$ cat src/rtl/mem_load_arbiter_pkg.sv
// mem_load_arbiter shared types and defaults.
// Optional read-back verify: LOADER_VERIFY_EN.
package mem_load_arbiter_pkg;

  localparam int ADDR_W_DEF = 4;
  localparam int DATA_W_DEF = 8;
  localparam int RAM_DEPTH  = 2 ** ADDR_W_DEF;

  typedef enum logic [2:0] {
    ST_RUN     = 3'd0,
    ST_HALT    = 3'd1,
    ST_LOAD    = 3'd2,
    ST_WRITE   = 3'd3,
    ST_VERIFY  = 3'd4,
    ST_RELEASE = 3'd5
  } state_e;

endpackage

$ cat src/rtl/mem_load_arbiter_if.sv
// Program loader handshake bundle.
// Master = loader front end, slave = arbiter.
interface mem_load_arbiter_if #(
  parameter int ADDR_W = mem_load_arbiter_pkg::ADDR_W_DEF,
  parameter int DATA_W = mem_load_arbiter_pkg::DATA_W_DEF
);

  logic              prog_req;
  logic              ld_valid;
  logic              ld_ready;
  logic [ADDR_W-1:0] ld_addr;
  logic [DATA_W-1:0] ld_data;

  modport master (
    output prog_req,
    output ld_valid,
    output ld_addr,
    output ld_data,
    input  ld_ready
  );

  modport slave (
    input  prog_req,
    input  ld_valid,
    input  ld_addr,
    input  ld_data,
    output ld_ready
  );

endinterface

$ cat src/rtl/mem_load_arbiter_ram_port_mux.sv
// 2:1 RAM port select between CPU and loader.
// CPU read data is zeroed when the CPU is not the owner.
module ram_port_mux #(
  parameter int ADDR_W = 4,
  parameter int DATA_W = 8
) (
  input  logic              sel_cpu,
  input  logic [ADDR_W-1:0] cpu_addr,
  input  logic [DATA_W-1:0] cpu_wdata,
  input  logic              cpu_we,
  input  logic              cpu_re,
  output logic [DATA_W-1:0] cpu_rdata,
  input  logic [ADDR_W-1:0] ld_addr,
  input  logic [DATA_W-1:0] ld_wdata,
  input  logic              ld_we,
  input  logic              ld_re,
  output logic [ADDR_W-1:0] ram_addr,
  output logic [DATA_W-1:0] ram_wdata,
  output logic              ram_we,
  output logic              ram_re,
  input  logic [DATA_W-1:0] ram_rdata
);

  // route the owner's request onto the RAM port
  always_comb begin
    if (sel_cpu) begin
      ram_addr  = cpu_addr;
      ram_wdata = cpu_wdata;
      ram_we    = cpu_we;
      ram_re    = cpu_re;
      cpu_rdata = ram_rdata;
    end else begin
      ram_addr  = ld_addr;
      ram_wdata = ld_wdata;
      ram_we    = ld_we;
      ram_re    = ld_re;
      cpu_rdata = '0;
    end
  end

endmodule

$ cat src/rtl/mem_load_arbiter.sv
// Program RAM arbiter: CPU run mode vs loader.
// Optional read-back verify: LOADER_VERIFY_EN.
module mem_load_arbiter
  import mem_load_arbiter_pkg::*;
#(
  parameter int ADDR_W = ADDR_W_DEF,
  parameter int DATA_W = DATA_W_DEF
) (
  input  logic              clk,
  input  logic              rst,
  mem_load_arbiter_if.slave ld,
  input  logic [ADDR_W-1:0] cpu_addr,
  input  logic              cpu_we,
  input  logic              cpu_re,
  input  logic [DATA_W-1:0] cpu_wdata,
  output logic [DATA_W-1:0] cpu_rdata,
  output logic              cpu_stall,
  output logic              cpu_rst,
  output logic [ADDR_W-1:0] ram_addr,
  output logic [DATA_W-1:0] ram_wdata,
  output logic              ram_we,
  output logic              ram_re,
  input  logic [DATA_W-1:0] ram_rdata,
  output logic              prog_mode,
  output logic [ADDR_W:0]   wr_count,
  output logic              verr
);

  localparam logic [ADDR_W:0] WR_MAX =
    (ADDR_W+1)'(2 ** ADDR_W);

  state_e            state;
  state_e            state_nx;
  state_e            st_o;
  logic [ADDR_W-1:0] hold_addr;
  logic [DATA_W-1:0] hold_data;
  logic [ADDR_W:0]   wr_cnt_q;
  logic              sel_cpu;
  logic              rdy;
  logic              l_we;
  logic              l_re;

  // state register
  always_ff @(posedge clk) begin
    if (rst) state <= ST_RUN;
    else     state <= state_nx;
  end

  // next-state decode
  always_comb begin
    state_nx = state;
    unique case (state)
      ST_RUN:
        if (ld.prog_req) state_nx = ST_HALT;
      ST_HALT:
        state_nx = ST_LOAD;
      ST_LOAD:
        if (ld.ld_valid)
          state_nx = ST_WRITE;
        else if (!ld.prog_req)
          state_nx = ST_RELEASE;
      ST_WRITE:
`ifdef LOADER_VERIFY_EN
        state_nx = ST_VERIFY;
`else
        state_nx = ST_LOAD;
`endif
      ST_VERIFY:
        state_nx = ST_LOAD;
      ST_RELEASE:
        state_nx = ST_RUN;
      default:
        state_nx = ST_RUN;
    endcase
  end

  // outputs; reset cycle looks like RUN
  always_comb begin
    st_o      = rst ? ST_RUN : state;
    sel_cpu   = 1'b0;
    cpu_stall = 1'b1;
    rdy       = 1'b0;
    prog_mode = 1'b0;
    cpu_rst   = 1'b0;
    l_we      = 1'b0;
    l_re      = 1'b0;
    unique case (st_o)
      ST_RUN: begin
        sel_cpu   = 1'b1;
        cpu_stall = 1'b0;
      end
      ST_LOAD: begin
        rdy       = 1'b1;
        prog_mode = 1'b1;
      end
      ST_WRITE: begin
        prog_mode = 1'b1;
        l_we      = 1'b1;
      end
      ST_VERIFY: begin
        prog_mode = 1'b1;
        l_re      = 1'b1;
      end
      ST_RELEASE:
        cpu_rst = 1'b1;
      default: ;
    endcase
  end

  assign ld.ld_ready = rdy;
  assign wr_count    = wr_cnt_q;

  // capture accepted beat
  always_ff @(posedge clk) begin
    if (rst) begin
      hold_addr <= '0;
      hold_data <= '0;
    end else if (rdy && ld.ld_valid) begin
      hold_addr <= ld.ld_addr;
      hold_data <= ld.ld_data;
    end
  end

  // beats written this session, saturating
  always_ff @(posedge clk) begin
    if (rst)
      wr_cnt_q <= '0;
    else if (state == ST_HALT)
      wr_cnt_q <= '0;
    else if (state == ST_WRITE &&
             wr_cnt_q != WR_MAX)
      wr_cnt_q <= wr_cnt_q + 1'b1;
  end

`ifdef LOADER_VERIFY_EN
  logic verr_q;

  // sticky read-back mismatch flag
  always_ff @(posedge clk) begin
    if (rst)
      verr_q <= 1'b0;
    else if (state == ST_HALT)
      verr_q <= 1'b0;
    else if (state == ST_VERIFY &&
             ram_rdata != hold_data)
      verr_q <= 1'b1;
  end

  assign verr = verr_q;
`else
  assign verr = 1'b0;
`endif

  ram_port_mux #(
    .ADDR_W (ADDR_W),
    .DATA_W (DATA_W)
  ) u_mux (
    .sel_cpu   (sel_cpu),
    .cpu_addr  (cpu_addr),
    .cpu_wdata (cpu_wdata),
    .cpu_we    (cpu_we & ~rst),
    .cpu_re    (cpu_re),
    .cpu_rdata (cpu_rdata),
    .ld_addr   (hold_addr),
    .ld_wdata  (hold_data),
    .ld_we     (l_we),
    .ld_re     (l_re),
    .ram_addr  (ram_addr),
    .ram_wdata (ram_wdata),
    .ram_we    (ram_we),
    .ram_re    (ram_re),
    .ram_rdata (ram_rdata)
  );

endmodule

$ cat src/flat_wrapper.sv
// flat-port wrapper written by rule: the top's interface ports become plain ports
module mem_load_arbiter_flat import mem_load_arbiter_pkg::*;
#(
  parameter int ADDR_W = ADDR_W_DEF,
  parameter int DATA_W = DATA_W_DEF
)
  (clk, rst, cpu_addr, cpu_we, cpu_re, cpu_wdata, cpu_rdata, cpu_stall, cpu_rst, ram_addr, ram_wdata, ram_we, ram_re, ram_rdata, prog_mode, wr_count, verr, ld_prog_req, ld_ld_valid, ld_ld_addr, ld_ld_data, ld_ld_ready);
  mem_load_arbiter_if #(.ADDR_W(ADDR_W), .DATA_W(DATA_W)) ld_i ();
  input  logic clk;
  input  logic rst;
  input  logic [ADDR_W-1:0] cpu_addr;
  input  logic cpu_we;
  input  logic cpu_re;
  input  logic [DATA_W-1:0] cpu_wdata;
  output logic [DATA_W-1:0] cpu_rdata;
  output logic cpu_stall;
  output logic cpu_rst;
  output logic [ADDR_W-1:0] ram_addr;
  output logic [DATA_W-1:0] ram_wdata;
  output logic ram_we;
  output logic ram_re;
  input  logic [DATA_W-1:0] ram_rdata;
  output logic prog_mode;
  output logic [ADDR_W:0] wr_count;
  output logic verr;
  input wire logic [$bits(ld_i.prog_req)-1:0] ld_prog_req;
  input wire logic [$bits(ld_i.ld_valid)-1:0] ld_ld_valid;
  input wire logic [$bits(ld_i.ld_addr)-1:0] ld_ld_addr;
  input wire logic [$bits(ld_i.ld_data)-1:0] ld_ld_data;
  output wire logic [$bits(ld_i.ld_ready)-1:0] ld_ld_ready;
  assign ld_i.prog_req = ld_prog_req;
  assign ld_i.ld_valid = ld_ld_valid;
  assign ld_i.ld_addr = ld_ld_addr;
  assign ld_i.ld_data = ld_ld_data;
  assign ld_ld_ready = ld_i.ld_ready;
  mem_load_arbiter #(.ADDR_W(ADDR_W), .DATA_W(DATA_W)) u_core (.clk(clk), .rst(rst), .ld(ld_i), .cpu_addr(cpu_addr), .cpu_we(cpu_we), .cpu_re(cpu_re), .cpu_wdata(cpu_wdata), .cpu_rdata(cpu_rdata), .cpu_stall(cpu_stall), .cpu_rst(cpu_rst), .ram_addr(ram_addr), .ram_wdata(ram_wdata), .ram_we(ram_we), .ram_re(ram_re), .ram_rdata(ram_rdata), .prog_mode(prog_mode), .wr_count(wr_count), .verr(verr));
endmodule
$ cat config.mk
export PLATFORM = sky130hd
export DESIGN_NAME = mem_load_arbiter_flat
export DESIGN_NICKNAME = d
export VERILOG_FILES = /design/src/rtl/mem_load_arbiter_pkg.sv /design/src/rtl/mem_load_arbiter_if.sv /design/src/rtl/mem_load_arbiter_ram_port_mux.sv /design/src/rtl/mem_load_arbiter.sv /design/src/flat_wrapper.sv
export SDC_FILE = /design/constraint.sdc
export NUM_CORES = 1
export LEC_CHECK = 0
export ABC_CLOCK_PERIOD_IN_PS = 4500
export CORE_MARGIN = 5
export CORE_UTILIZATION = 41
export CTS_CLUSTER_SIZE = 30
export DETAILED_ROUTE_END_ITERATION = 6
export PLACE_DENSITY = 0.84
export SETUP_SLACK_MARGIN = 0.15
export SLEW_MARGIN = 10
export SYNTH_ARGS = -nofsm -noshare
export SYNTH_HDL_FRONTEND = slang
export SYNTH_SLANG_ARGS = --single-unit
$ cat constraint.sdc
create_clock -name clk -period 4.5 [get_ports clk]
set_clock_uncertainty 0.2 [all_clocks]
set_input_delay 0.9 -clock clk [delete_from_list [all_inputs] [get_ports clk]]
set_output_delay 0.9 -clock clk [all_outputs]
set_load 0.1 [all_outputs]
# Word level (Yosys, flattened, before mapping)
# Cells that the tools add are included.
op_classes:
  n_mul: 0
  order_cmp: 0
  n_addsub: 1
  eq_ne: 11
  bitwise_logic: 2
  n_mux: 17
  shifts: 0
  div: 0
  reduce_logical: 8
ops:
  columns: ["operator", "count"]
  rows:
  - ["$mux 8", 2]
  - ["$eq 3x2->1 const B", 4]
  - ["$mux 3", 4]
  - ["$eq 3x3->1 const B", 3]
  - ["$mux 1", 9]
  - ["$pmux 3 s3", 1]
  - ["$logic_not 3->1", 2]
  - ["$reduce_or 3->1", 2]
  - ["$add 5x1->5 const B", 1]
  - ["$ne 5x5->1 const B", 1]
  - ["$mux 4", 1]
  - ["$eq 3x1->1 const B", 1]
  - ["$ne 3x3->1 const B", 1]
  - ["$logic_and 1x1->1", 2]
  - ["$ne 2x2->1 const B", 1]
  - ["$reduce_and 2->1", 1]
  - ["$reduce_or 2->1", 1]
  - ["$and 1x1->1", 1]
  - ["$not 1->1", 1]
totals:
  elab_cells: 43
  output_inout_bits: 32
  ff_bits: 20
  ram_bits: 0
  rom_bits: 0
  inputBits: 38
  latchBits: 0
  mem_count: 0

# Depth between registers and ports, before layout
# Gate-level depths: netlist of run 1.
depth:
  ltp_word: 4
  depth_mapped: 5

# By module
# Synthesis of run 1 repeated with hierarchy kept, for this count alone.
hier_totals:
  hier_cells: 137
  hier_area_um2: 1301.2
modules_own_cells:
  columns: ["module", "seq_area_each_um2", "n_inst", "cells_per_inst", "area_per_inst_um2"]
  rows:
  - ["mem_load_arbiter", 400.4, 1, 113, 1029.7]
  - ["ram_port_mux", 0.0, 1, 24, 271.5]

# Worst setup path after synthesis of run 1
# Ideal clock, no wire load.
synth_path:
  path_kind: "input-to-output"
  start: "input port rst"
  end: "output port cpu_rst"
  setup_slack_ps: -598
  arrival_ps: 3998
  stages: 2
  t_required_ps: 3400
  cell_sequence: "clkbuf_1 -> nor4bb_1"
synth_between:
  elab_chain_cells: 3
synth_rtl:
  columns: ["element", "line", "source"]
  rows:
  - ["start: declaration", "flat_wrapper.sv:10", "input logic rst;"]
  - ["$mux 3", "mem_load_arbiter.sv:79", "st_o = rst ? ST_RUN : state;"]
  - ["$eq 3x3->1", "mem_load_arbiter.sv:87", "unique case (st_o)"]
  - ["$mux 1", "mem_load_arbiter.sv:87", null]
  - ["end: declaration", "flat_wrapper.sv:17", "output logic cpu_rst;"]
# Every way passes these cells.

# Worst setup path after layout of run 1
layout_path:
  start: "input port rst"
  end: "output port ram_wdata[3]"
layout_between:
  elab_chain_cells: 4
layout_rtl:
  columns: ["element", "line", "source"]
  rows:
  - ["$mux 3", "mem_load_arbiter.sv:79", null]
  - ["$logic_not 3->1", "mem_load_arbiter.sv:87", null]
  - ["$mux 1", "mem_load_arbiter.sv:87", null]
  - ["$mux 8", "mem_load_arbiter_ram_port_mux.sv:26", "if (sel_cpu) begin"]
  - ["end: declaration", "flat_wrapper.sv:19", "output logic [DATA_W-1:0] ram_wdata;"]
# Every way passes these cells.

==> results.md, run 1 <==
* Post-DP HPWL at 2.96 mm
* Final Power at just over 0.6 mW
* Required time of the critical path at roughly 3400 ps
* Worst Path Buf+Inv at 4
* CTS Hold Bufs at 0
* Final Cycle Share at ~80%
* Met1 Use GR at about 20%
* Synth area leaders: dfxtp_1 32%, a21oi_1 7.5%, mux2_1 7.1%
* Root Buffer: clkbuf_4
* Placed cells at 229
* Max Clk Rate at approximately 0.28 GHz
* Synthesized area at roughly 0.0013 sq mm
* Synth top area share at roughly a third
* Crit path max-delay family: buffers and inverters
* Setup TNS at 0 ps
* Die Y at between 60 and 70 microns
* Post-synth ARST share at 0%
* Worst path max stage delay at 410 ps
* Clock buffer depth at 2
* Post-synth EDFFs at 0
* Synthesized Nets at approximately 180
* Clock transition at path regs at between 100 and 150 ps
* Overflow after GRT at 0
* Vias in the first global route at between 1000 and 1500
* GPL Wtd Cong at around 0.78
* CTS tree: built
* Syn Inst Count at 138
* Final Hold Fails at 0
* Commonest non-fill, non-tap cells in the layout: 42 x clkdlybuf4s50_1, 23 x buf_12, 20 x dfxtp_1
* Least-Margin Pin Slew at 972 ps
* Initial antenna violation count at 0
* Internal Pwr Total at around 0.34 mW
* Ports at 70
* P per Cell Area at roughly 280 mW/mm^2
* Arrival @ worst endpoint at about 2500 ps
* TritonCTS Buffers at 3
* GR Util All Layers at 17.8%
* Core Footprint at about 0.003 sq mm
* Gr busiest metal: met2
* Setup CP Type: primary input to output port
* Vias at roughly 1300
* ANT cells at 0
* Post-CTS Setup Repair Bufs at 0
* Post-route DRC at 0
* Resized cells post-CTS at 0
* R2r setup slk at 2550 ps
* Psw at about 0.27 mW
* Register area share after synthesis at a little under a third
* Port bufs at 68
* Row cnt at 20
* Post-route insts no fill at 232
* Comb pwr share at a little over half
* Cell variety after synth at 39
* Starting DRT DRC Count at 28
* Cell taking the most area after synthesis: dfxtp_1
* DR pass1 iterations at 4
* # clock sinks at 20
* H-tree depth at 1
* Worst hold path class: flip-flop to flip-flop
* Slew Limit Fails at 0
* Peak supply drop at ~0.22 mV
* Switching fraction of total power at between 40 and 50%
* Layout area overhead at 71.9%
* YS warnings at 0
* Antenna-violating nets left at 0
* Chip Width at approximately 66 microns
* Outcome: complete, no violations
* P_leak at 0.845 nW
* Max Cap Viol at 0
* Initial Util at 42.2%
* CP Launch Type: primary input
* Slew HR at 35.0%
* DRT Wirelength at around 3.7 mm
* Post-layout minimum cycle time at approximately 3600 ps
* Syn avg cell area at between 9 and 10 sq um
* FF+latch count, synth at 20
* Pin count of the biggest net entering global routing at 28
* Commonest non-fill, non-tap cell in the layout: clkdlybuf4s50_1
* Met2 Use GR at between 30% and 40%
* Crit-path slowest cell: mux2_1
* Synth Flop Type: dfxtp_1
* Vias/cell at around 5.4
* Sequential share of power at 31.4%
* Worst Setup End Kind: output port
* Crit-path max FO at 23
* GR Util met3 at roughly 2.7%
* Cell Chain, Critical Path: clkdlybuf4s50_1 > buf_4 > nor2_1 > buf_4 > mux2_1 > buf_12
* Final setup vio count at 0
* Cell mode on critical path: buf_4
* Nets@finish at ~240
* DR WL/cell at 16.1 microns
* Clock latency on the worst-skew pair at approximately 320 ps
* Fraction of layout cells with a size suffix above 1 at between 20% and 30%
* First-pass GRT wire length at 5.99 mm
* Placed Area at 0.00216 sq mm
* RSZ-0062 raised after global routing: false
* Final Cell Area at 0.00218 sq mm
* Die area at ~0.0043 sq mm
* Clock power frac at roughly 15%
* Filler Cell Count at 222
[registers in the layout (all words and copies together) (netlist names)]
| name | flops |
|---|---|
| u_core.wr_count | 5 |
| u_core.hold_data | 8 |
| u_core.hold_addr | 4 |
| u_core.state | 3 |
[power by group through the flow]
stage | Combinational, mW | Clock, mW | Sequential, mW
6_report | 0.331 | 0.0891 | 0.192
5_1_grt | 0.341 | 0.0994 | 0.193
4_1_cts | 0.333 | 0.0877 | 0.192
3_5_place_dp | 0.332 | 0 | 0.196
3_3_place_gp | 0.328 | 0 | 0.195
2_1_floorplan | 0.209 | 0 | 0.192
[layout make-up]
cell class	count	area (sq um)	area share [%]
tap	33	41.3	1.90
sequential	20	400	18.4
clock buffer	3	22.5	1.03
multi-input combinational	102	777	35.7
inverter	3	11.3	0.517
timing repair buffer	71	926	42.5
[metrics by stage]
step | hold WS (ps) | setup WS, ps | utilization [%]
after detailed placement | 320 | 889 | 71.8
after floorplan | 368 | 490 | -
after CTS | 336 | 886 | 72.5
after global routing | 373 | 785 | 72.5
final | 337 | 899 | 72.5
after global placement | 297 | 934 | 71.8
[synthesized netlist by cell type (2+ instances only)]
library cell and count:
ha_1 2, buf_4 5, clkbuf_1 4, buf_2 2, nand2_1 2, buf_6 2
mux2_1 8, or3_1 2, inv_1 3, nand3_1 2, dfxtp_1 20, nand2b_1 12
mux2_2 4, a31o_1 6, a31o_2 6, nor2_1 2, a21oi_1 19, nor4bb_1 2
o21ai_0 7, nor2b_1 9
[worst register-to-register path: stages (launching register included)]
cell and delay, ps:
dfxtp_1 660, nor4b_4 290, buf_4 320, a21oi_1 110, a31o_2 250
[layer usage]
metal / vias to the layer above / wire, microns / share of wire, %
li1: 618 / - / -
met1: 590 / 1470 / 39
met2: 43 / 2000 / 54
met3: 6 / 191 / 5.1
met4: 0 / 65 / 1.7
met5: - / 0 / 0
[logic make-up after synthesis]
| group | count (synthesis) | synth area share [%] |
|---|---|---|
| AO/OA/AOI/OAI | 42 | 21.1 |
| AND/OR/NAND/NOR | 45 | 26.8 |
| flip-flops | 20 | 31.6 |
| other | 1 | 0.296 |
| multiplexers | 12 | 10.7 |
| adder cells (fa/ha/maj) | 2 | 1.97 |
| buffers and inverters | 16 | 7.60 |
[path summary, 6_finish.rpt]
check	start	endpoint	depth (start not counted)
hold reg to reg	u_core.wr_count[4]	u_core.wr_count[4]	2
setup reg to reg	u_core.state[1]	u_core.hold_data[7]	4
hold / removal	u_core.wr_count[4]	u_core.wr_count[4]	2
setup / recovery	rst	ram_wdata[3]	6
(Power assumes the default switching activity.)
==> inputs of run 2 (changes only) <==
--- a/config.mk
+++ b/config.mk
@@ -5,12 +5,12 @@
 export SDC_FILE = /design/constraint.sdc
 export NUM_CORES = 1
 export LEC_CHECK = 0
-export ABC_CLOCK_PERIOD_IN_PS = 4500
+export ABC_CLOCK_PERIOD_IN_PS = 3700
 export CORE_MARGIN = 5
-export CORE_UTILIZATION = 41
+export CORE_UTILIZATION = 38
 export CTS_CLUSTER_SIZE = 30
 export DETAILED_ROUTE_END_ITERATION = 6
-export PLACE_DENSITY = 0.84
+export PLACE_DENSITY = 0.79
 export SETUP_SLACK_MARGIN = 0.15
 export SLEW_MARGIN = 10
 export SYNTH_ARGS = -nofsm -noshare
==> constraint.sdc (replaced) <==
create_clock -name clk -period 3.7 [get_ports clk]
set_clock_uncertainty 0.2 [all_clocks]
set_input_delay 0.74 -clock clk [delete_from_list [all_inputs] [get_ports clk]]
set_output_delay 0.74 -clock clk [all_outputs]
set_load 0.1 [all_outputs]
==> results.md, run 2 (synthesized netlist as in run 1, its figures left out) <==
* Crit-path max FO at 21 (-8.7%)
* Crit path from: rst
* Port bufs at 68 (unchanged)
* Comb pwr share at 53.2% (-0.9 points)
* Setup crit end: ram_addr[2]
* P_leak at 0.868 nW (+2.7%)
* R2r startpoint: u_core.state[1]
* Slew HR at 35.5% (+0.45 points)
* Post-route insts no fill at 246 (+6.0%)
* First-pass GRT wire length at 5.80 mm (-3.1%)
* Chip Width at 67.8 microns (+3.3%)
* Required time of the critical path at 2760 ps (-640 ps)
* Antenna-violating nets left at 0 (unchanged)
* DRT Wirelength at 3.80 mm (+1.7%)
* Max Cap Viol at 0 (unchanged)
* Pin count of the biggest net entering global routing at 28 (unchanged)
* Placed Area at 0.00221 sq mm (+2.7%)
* Arrival @ worst endpoint at 2180 ps (-320 ps)
* Outcome: complete, no violations
* Clock transition at path regs at 110 ps (about the same)
* Resized cells post-CTS at 0 (unchanged)
* Final Cycle Share at a little over four fifths
* Clock buffer depth at 2 (unchanged)
* CTS tree: built
* Hold Crit Depth at 2 (unchanged)
* Layout area overhead at 77.5%
* Least-Margin Pin Slew at 965 ps (-6.78 ps)
* R2r setup slk at 1630 ps (-920 ps)
* Placed cells at 242 (+5.7%)
* Root Buffer: clkbuf_4
* Psw at 0.327 mW (+20%)
* Overflow after GRT at 0 (unchanged)
* Filler Cell Count at 252 (+14%)
* Clock power frac at 16.4% (+1.8 points)
* Most flop-heavy register: u_core.hold_data
* P per Cell Area at 341 mW/mm^2 (+21%)
* Crit Reg-Reg Endpoint: u_core.hold_addr[3]
* ANT cells at 0 (unchanged)
* H-tree depth at 1 (unchanged)
* Sequential share of power at 30.5% (-0.9 points)
* Vias in the first global route at 1272 (+4.3%)
* Die Y at 67.8 microns (+3.3%)
* Slew Limit Fails at 0 (unchanged)
* GPL Wtd Cong at 0.715 (-8.1%)
* Final setup vio count at 0 (unchanged)
* Core Util, Final at 68.5% (-4.0 points)
* Max reg flops at 8 (unchanged)
* Clock latency on the worst-skew pair at 290 ps (-30 ps)
* Ports at 70 (unchanged)
* # clock sinks at 20 (unchanged)
* Fraction of layout cells with a size suffix above 1 at 26.5% (+1.4 points)
* Commonest non-fill, non-tap cells in the layout: 40 x clkdlybuf4s50_1, 26 x buf_12, 20 x dfxtp_1
* Row cnt at 21 (+5.0%)
* Hold WS at 359 ps (+21.8 ps)
* CTS Hold Bufs at 0 (unchanged)
* RSZ-0062 raised after global routing: false
* Max Clk Rate at ~0.32 GHz
* Peak supply drop at 0.298 mV (+37%)
* Die area at 0.00459 sq mm (+6.7%)
* Post-route DRC at 0 (unchanged)
* Post-CTS Setup Repair Bufs at 0 (unchanged)
* TritonCTS Buffers at 3 (unchanged)
* Initial antenna violation count at 0 (unchanged)
* Worst hold path class: flip-flop to flip-flop
* Vias/cell at 5.19 (-4.2%)
* DR WL/cell at 15.5 microns (-4.1%)
* Initial Util at 38.6% (-3.6 points)
* CP Launch Type: primary input
* Worst Setup End Kind: output port
* Final Cell Area at 0.00225 sq mm (+3.3%)
* Core Footprint at 0.00328 sq mm (+9.4%)
* Setup CP Type: primary input to output port
* Post-layout minimum cycle time at roughly 3100 ps
* Internal Pwr Total at 0.440 mW (+29%)
* Nets@finish at 241 (unchanged)
* DR pass1 iterations at 4 (unchanged)
* Vias at 1277 (+1.6%)
* Switching fraction of total power at 42.6% (-1.8 points)
* Commonest non-fill, non-tap cell in the layout: clkdlybuf4s50_1
* GR Util All Layers at 16.6% (-1.2 points)
* Setup TNS at 0 ps (unchanged)
* Final Hold Fails at 0 (unchanged)
* Starting DRT DRC Count at 54 (+93%)
* Post-DP HPWL at 2.98 mm (+0.58%)
* Worst Reg-to-Reg Cells at 4 (unchanged)
==> run 2: layer usage <==
layer	wire length, microns	vias to the layer above	global-route usage [%]
met1	1500	593	18.7
met3	247	6	3.00
li1	-	619	-
met4	66	0	8.35
met5	0	-	0
met2	1990	59	29.6
==> run 2: metrics by stage <==
stage / power, mW / setup WS (ps)
CTS: 0.771 / 576
detailed placement: 0.648 / 587
global placement: 0.643 / 641
global route: 0.795 / 513
floorplan: 0.489 / 95.3
finish: 0.767 / 577
==> run 2: cell type report <==
type | instances | area, sq um | share of cell area (%)
Tap cell | 46 | 57.6 | 2.56
Inverter | 3 | 11.3 | 0.501
Clock buffer | 4 | 36.3 | 1.61
Timing Repair Buffer | 71 | 958 | 42.6
Multi-Input combinational cell | 102 | 786 | 34.9
Sequential cell | 20 | 400 | 17.8
==> run 2: power groups by stage <==
stage               clock, mW  combinational, mW  sequential, mW
floorplan                   0              0.255           0.234
global placement            0              0.405           0.238
detailed placement          0              0.410           0.238
CTS                     0.127              0.411           0.233
global route            0.139              0.421           0.235
finish                  0.126              0.408           0.234
==> run 2: how the worst min path moves through the flow <==
stage                                    from             endpoint  slack [ps]
after floorplan           u_core.hold_data[4]  u_core.hold_data[4]         370
after global placement     u_core.wr_count[4]   u_core.wr_count[4]         300
after detailed placement   u_core.wr_count[1]   u_core.wr_count[1]         330
after CTS                  u_core.wr_count[1]   u_core.wr_count[1]         340
after global routing       u_core.wr_count[4]   u_core.wr_count[4]         380
final                      u_core.wr_count[1]   u_core.wr_count[1]         360
==> run 2: worst max-delay path: stages <==
cell and delay, ps:
clkdlybuf4s50_1 430, nor2_1 130, buf_4 290, mux2_1 400, buf_12 180
==> inputs of run 3 (changes only) <==
--- a/config.mk
+++ b/config.mk
@@ -5,12 +5,12 @@
 export SDC_FILE = /design/constraint.sdc
 export NUM_CORES = 1
 export LEC_CHECK = 0
-export ABC_CLOCK_PERIOD_IN_PS = 3700
+export ABC_CLOCK_PERIOD_IN_PS = 2800
 export CORE_MARGIN = 5
-export CORE_UTILIZATION = 38
+export CORE_UTILIZATION = 35
 export CTS_CLUSTER_SIZE = 30
 export DETAILED_ROUTE_END_ITERATION = 6
-export PLACE_DENSITY = 0.79
+export PLACE_DENSITY = 0.77
 export SETUP_SLACK_MARGIN = 0.15
 export SLEW_MARGIN = 10
 export SYNTH_ARGS = -nofsm -noshare
==> constraint.sdc (replaced) <==
create_clock -name clk -period 2.8 [get_ports clk]
set_clock_uncertainty 0.2 [all_clocks]
set_input_delay 0.56 -clock clk [delete_from_list [all_inputs] [get_ports clk]]
set_output_delay 0.56 -clock clk [all_outputs]
set_load 0.1 [all_outputs]
==> results.md, run 3 (synthesized netlist as in run 1, its figures left out) <==
* Outcome: complete, no violations
* Setup CP Type: flip-flop to output port
* H-tree depth at 1 (unchanged)
* Layout area overhead at 88.2%
* Area of the multi-input gates at 825 sq um (+4.9%)
* Comb pwr share at 51.7% (-1.5 points)
* Clock power frac at 21.4% (+5.0 points)
* Pin count of the biggest net entering global routing at 28 (unchanged)
* Clock latency on the worst-skew pair at 310 ps (+20 ps)
* Starting DRT DRC Count at 26 (-52%)
* Met1 Use GR at 18.1% (-0.60 points)
* Worst Setup End Kind: output port
* Peak supply drop at 0.290 mV (-2.8%)
* Worst hold path class: flip-flop to flip-flop
* Slew Limit Fails at 0 (unchanged)
* P_leak at 0.938 nW (+8.1%)
* Required time of the critical path at 2040 ps (-720 ps)
* Sequential share of power at 26.9% (-3.6 points)
* Post-DP HPWL at 3.16 mm (+5.9%)
* DR pass1 iterations at 6 (+2)
* GR Util All Layers at 16.7% (+0.075 points)
* Final Cycle Share at 91.3%
* Crit-path max FO at 11 (-48%)
* Met2 Use GR at 31.7% (+2.0 points)
* Clock transition at path regs at 120 ps (about the same)
* Vias/cell at 5.31 (+2.3%)
* Nets@finish at 247 (+2.5%)
* Commonest non-fill, non-tap cell in the layout: clkdlybuf4s50_1
* Die Y at 70.2 microns (+3.6%)
* Initial Util at 37.1% (-1.5 points)
* Gr busiest metal: met2
* Internal Pwr Total at 0.675 mW (+53%)
* Port bufs at 68 (unchanged)
* Setup TNS at 0 ps (unchanged)
* Commonest non-fill, non-tap cells in the layout: 36 x clkdlybuf4s50_1, 27 x buf_12, 18 x dfxtp_1
* DR WL/cell at 16.4 microns (+6.1%)
* CP Launch Type: flip-flop
* Filler Cell Count at 260 (+3.2%)
* Chip Width at 70.2 microns (+3.6%)
* Row cnt at 21 (unchanged)
* Final Power at 1.13 mW (+47%)
* Antenna-violating nets left at 0 (unchanged)
* Max Cap Viol at 0 (unchanged)
* Initial antenna violation count at 0 (unchanged)
* # clock sinks at 20 (unchanged)
* GPL Wtd Cong at 0.813 (+14%)
* Most flop-heavy register: u_core.hold_data
* Hold WS at 339 ps (-19.6 ps)
* Final Hold Fails at 0 (unchanged)
* Post-route DRC at 0 (unchanged)
* ANT cells at 0 (unchanged)
* Final setup vio count at 0 (unchanged)
* TritonCTS Buffers at 3 (unchanged)
* Clock buffer depth at 2 (unchanged)
* Psw at 0.453 mW (+39%)
* Post-layout minimum cycle time at 2560 ps
* Core Footprint at 0.00342 sq mm (+4.0%)
* FF/Latch Area at 403 sq um (+0.62%)
* Max reg flops at 8 (unchanged)
* Arrival @ worst endpoint at 1800 ps (-380 ps)
* DRT Wirelength at 4.13 mm (+8.7%)
* Die area at 0.00492 sq mm (+7.3%)
* P per Cell Area at 473 mW/mm^2 (+39%)
* CTS tree: built
* Switching fraction of total power at 40.2% (-2.4 points)
* Core Util, Final at 69.8% (+1.3 points)
* GR Util met3 at 3.01% (+0.018 points)
* First-pass GRT wire length at 6.64 mm (+14%)
* Ports at 70 (unchanged)
* Vias in the first global route at 1343 (+5.6%)
* RSZ-0062 raised after global routing: false
* Max Clk Rate at between 0.3 and 0.4 GHz
* CTS Hold Bufs at 0 (unchanged)
* Overflow after GRT at 0 (unchanged)
* Root Buffer: clkbuf_4
* Vias at 1338 (+4.8%)
* Fraction of layout cells with a size suffix above 1 at 35.4% (+8.9 points)
==> run 3: power groups by stage <==
| stage | Sequential (mW) | Clock (mW) | Combinational (mW) |
|---|---|---|---|
| final | 0.303 | 0.241 | 0.583 |
| after global routing | 0.305 | 0.263 | 0.602 |
| after CTS | 0.302 | 0.247 | 0.583 |
| after detailed placement | 0.308 | 0 | 0.568 |
| after global placement | 0.307 | 0 | 0.559 |
| after floorplan | 0.309 | 0 | 0.344 |
==> run 3: metrics by stage <==
stage                     std cells  setup WS (ps)  instance area [sq um]
after floorplan                 138           -319                   1310
after global placement          246            130                   2280
after detailed placement        246            102                   2280
after CTS                       252            163                   2380
after global routing            252            177                   2380
final                           252            243                   2380
==> run 3: layer usage <==
layer / wire, microns / vias up
met4: 78 / 0
met3: 251 / 9
met2: 2260 / 64
met1: 1540 / 638
met5: 0 / -
li1: - / 627
==> run 3: worst max-delay path: stages (launching register included) <==
cell,delay [ps]
dfxtp_2,360
nor3_4,230
nor2_4,70
buf_4,140
buf_12,140
mux2_1,360
buf_12,180
==> run 3: final timing paths <==
path                 startpoint                  end  slack, ps  depth (start not counted)
min reg2reg  u_core.wr_count[0]   u_core.wr_count[0]        340                          2
max             u_core.state[0]         ram_wdata[1]        240                          6
min          u_core.wr_count[0]   u_core.wr_count[0]        340                          2
max reg2reg     u_core.state[2]  u_core.hold_data[6]        930                          5
==> run 3: repair_timing <==
action,CTS,global route
setup endpoints to repair,13,16
pin swaps,1,1
cloned,1,0
resized for setup,3,6
buffers inserted,1,0
==> run 3: final cells by class <==
cell class	instances	area share [%]
Sequential cell	20	16.9
Clock buffer	3	0.944
Inverter	3	0.472
Multi-Input combinational cell	102	34.6
Timing Repair Buffer	77	43.4
Clock inverter	1	1.26
Tap cell	46	2.41
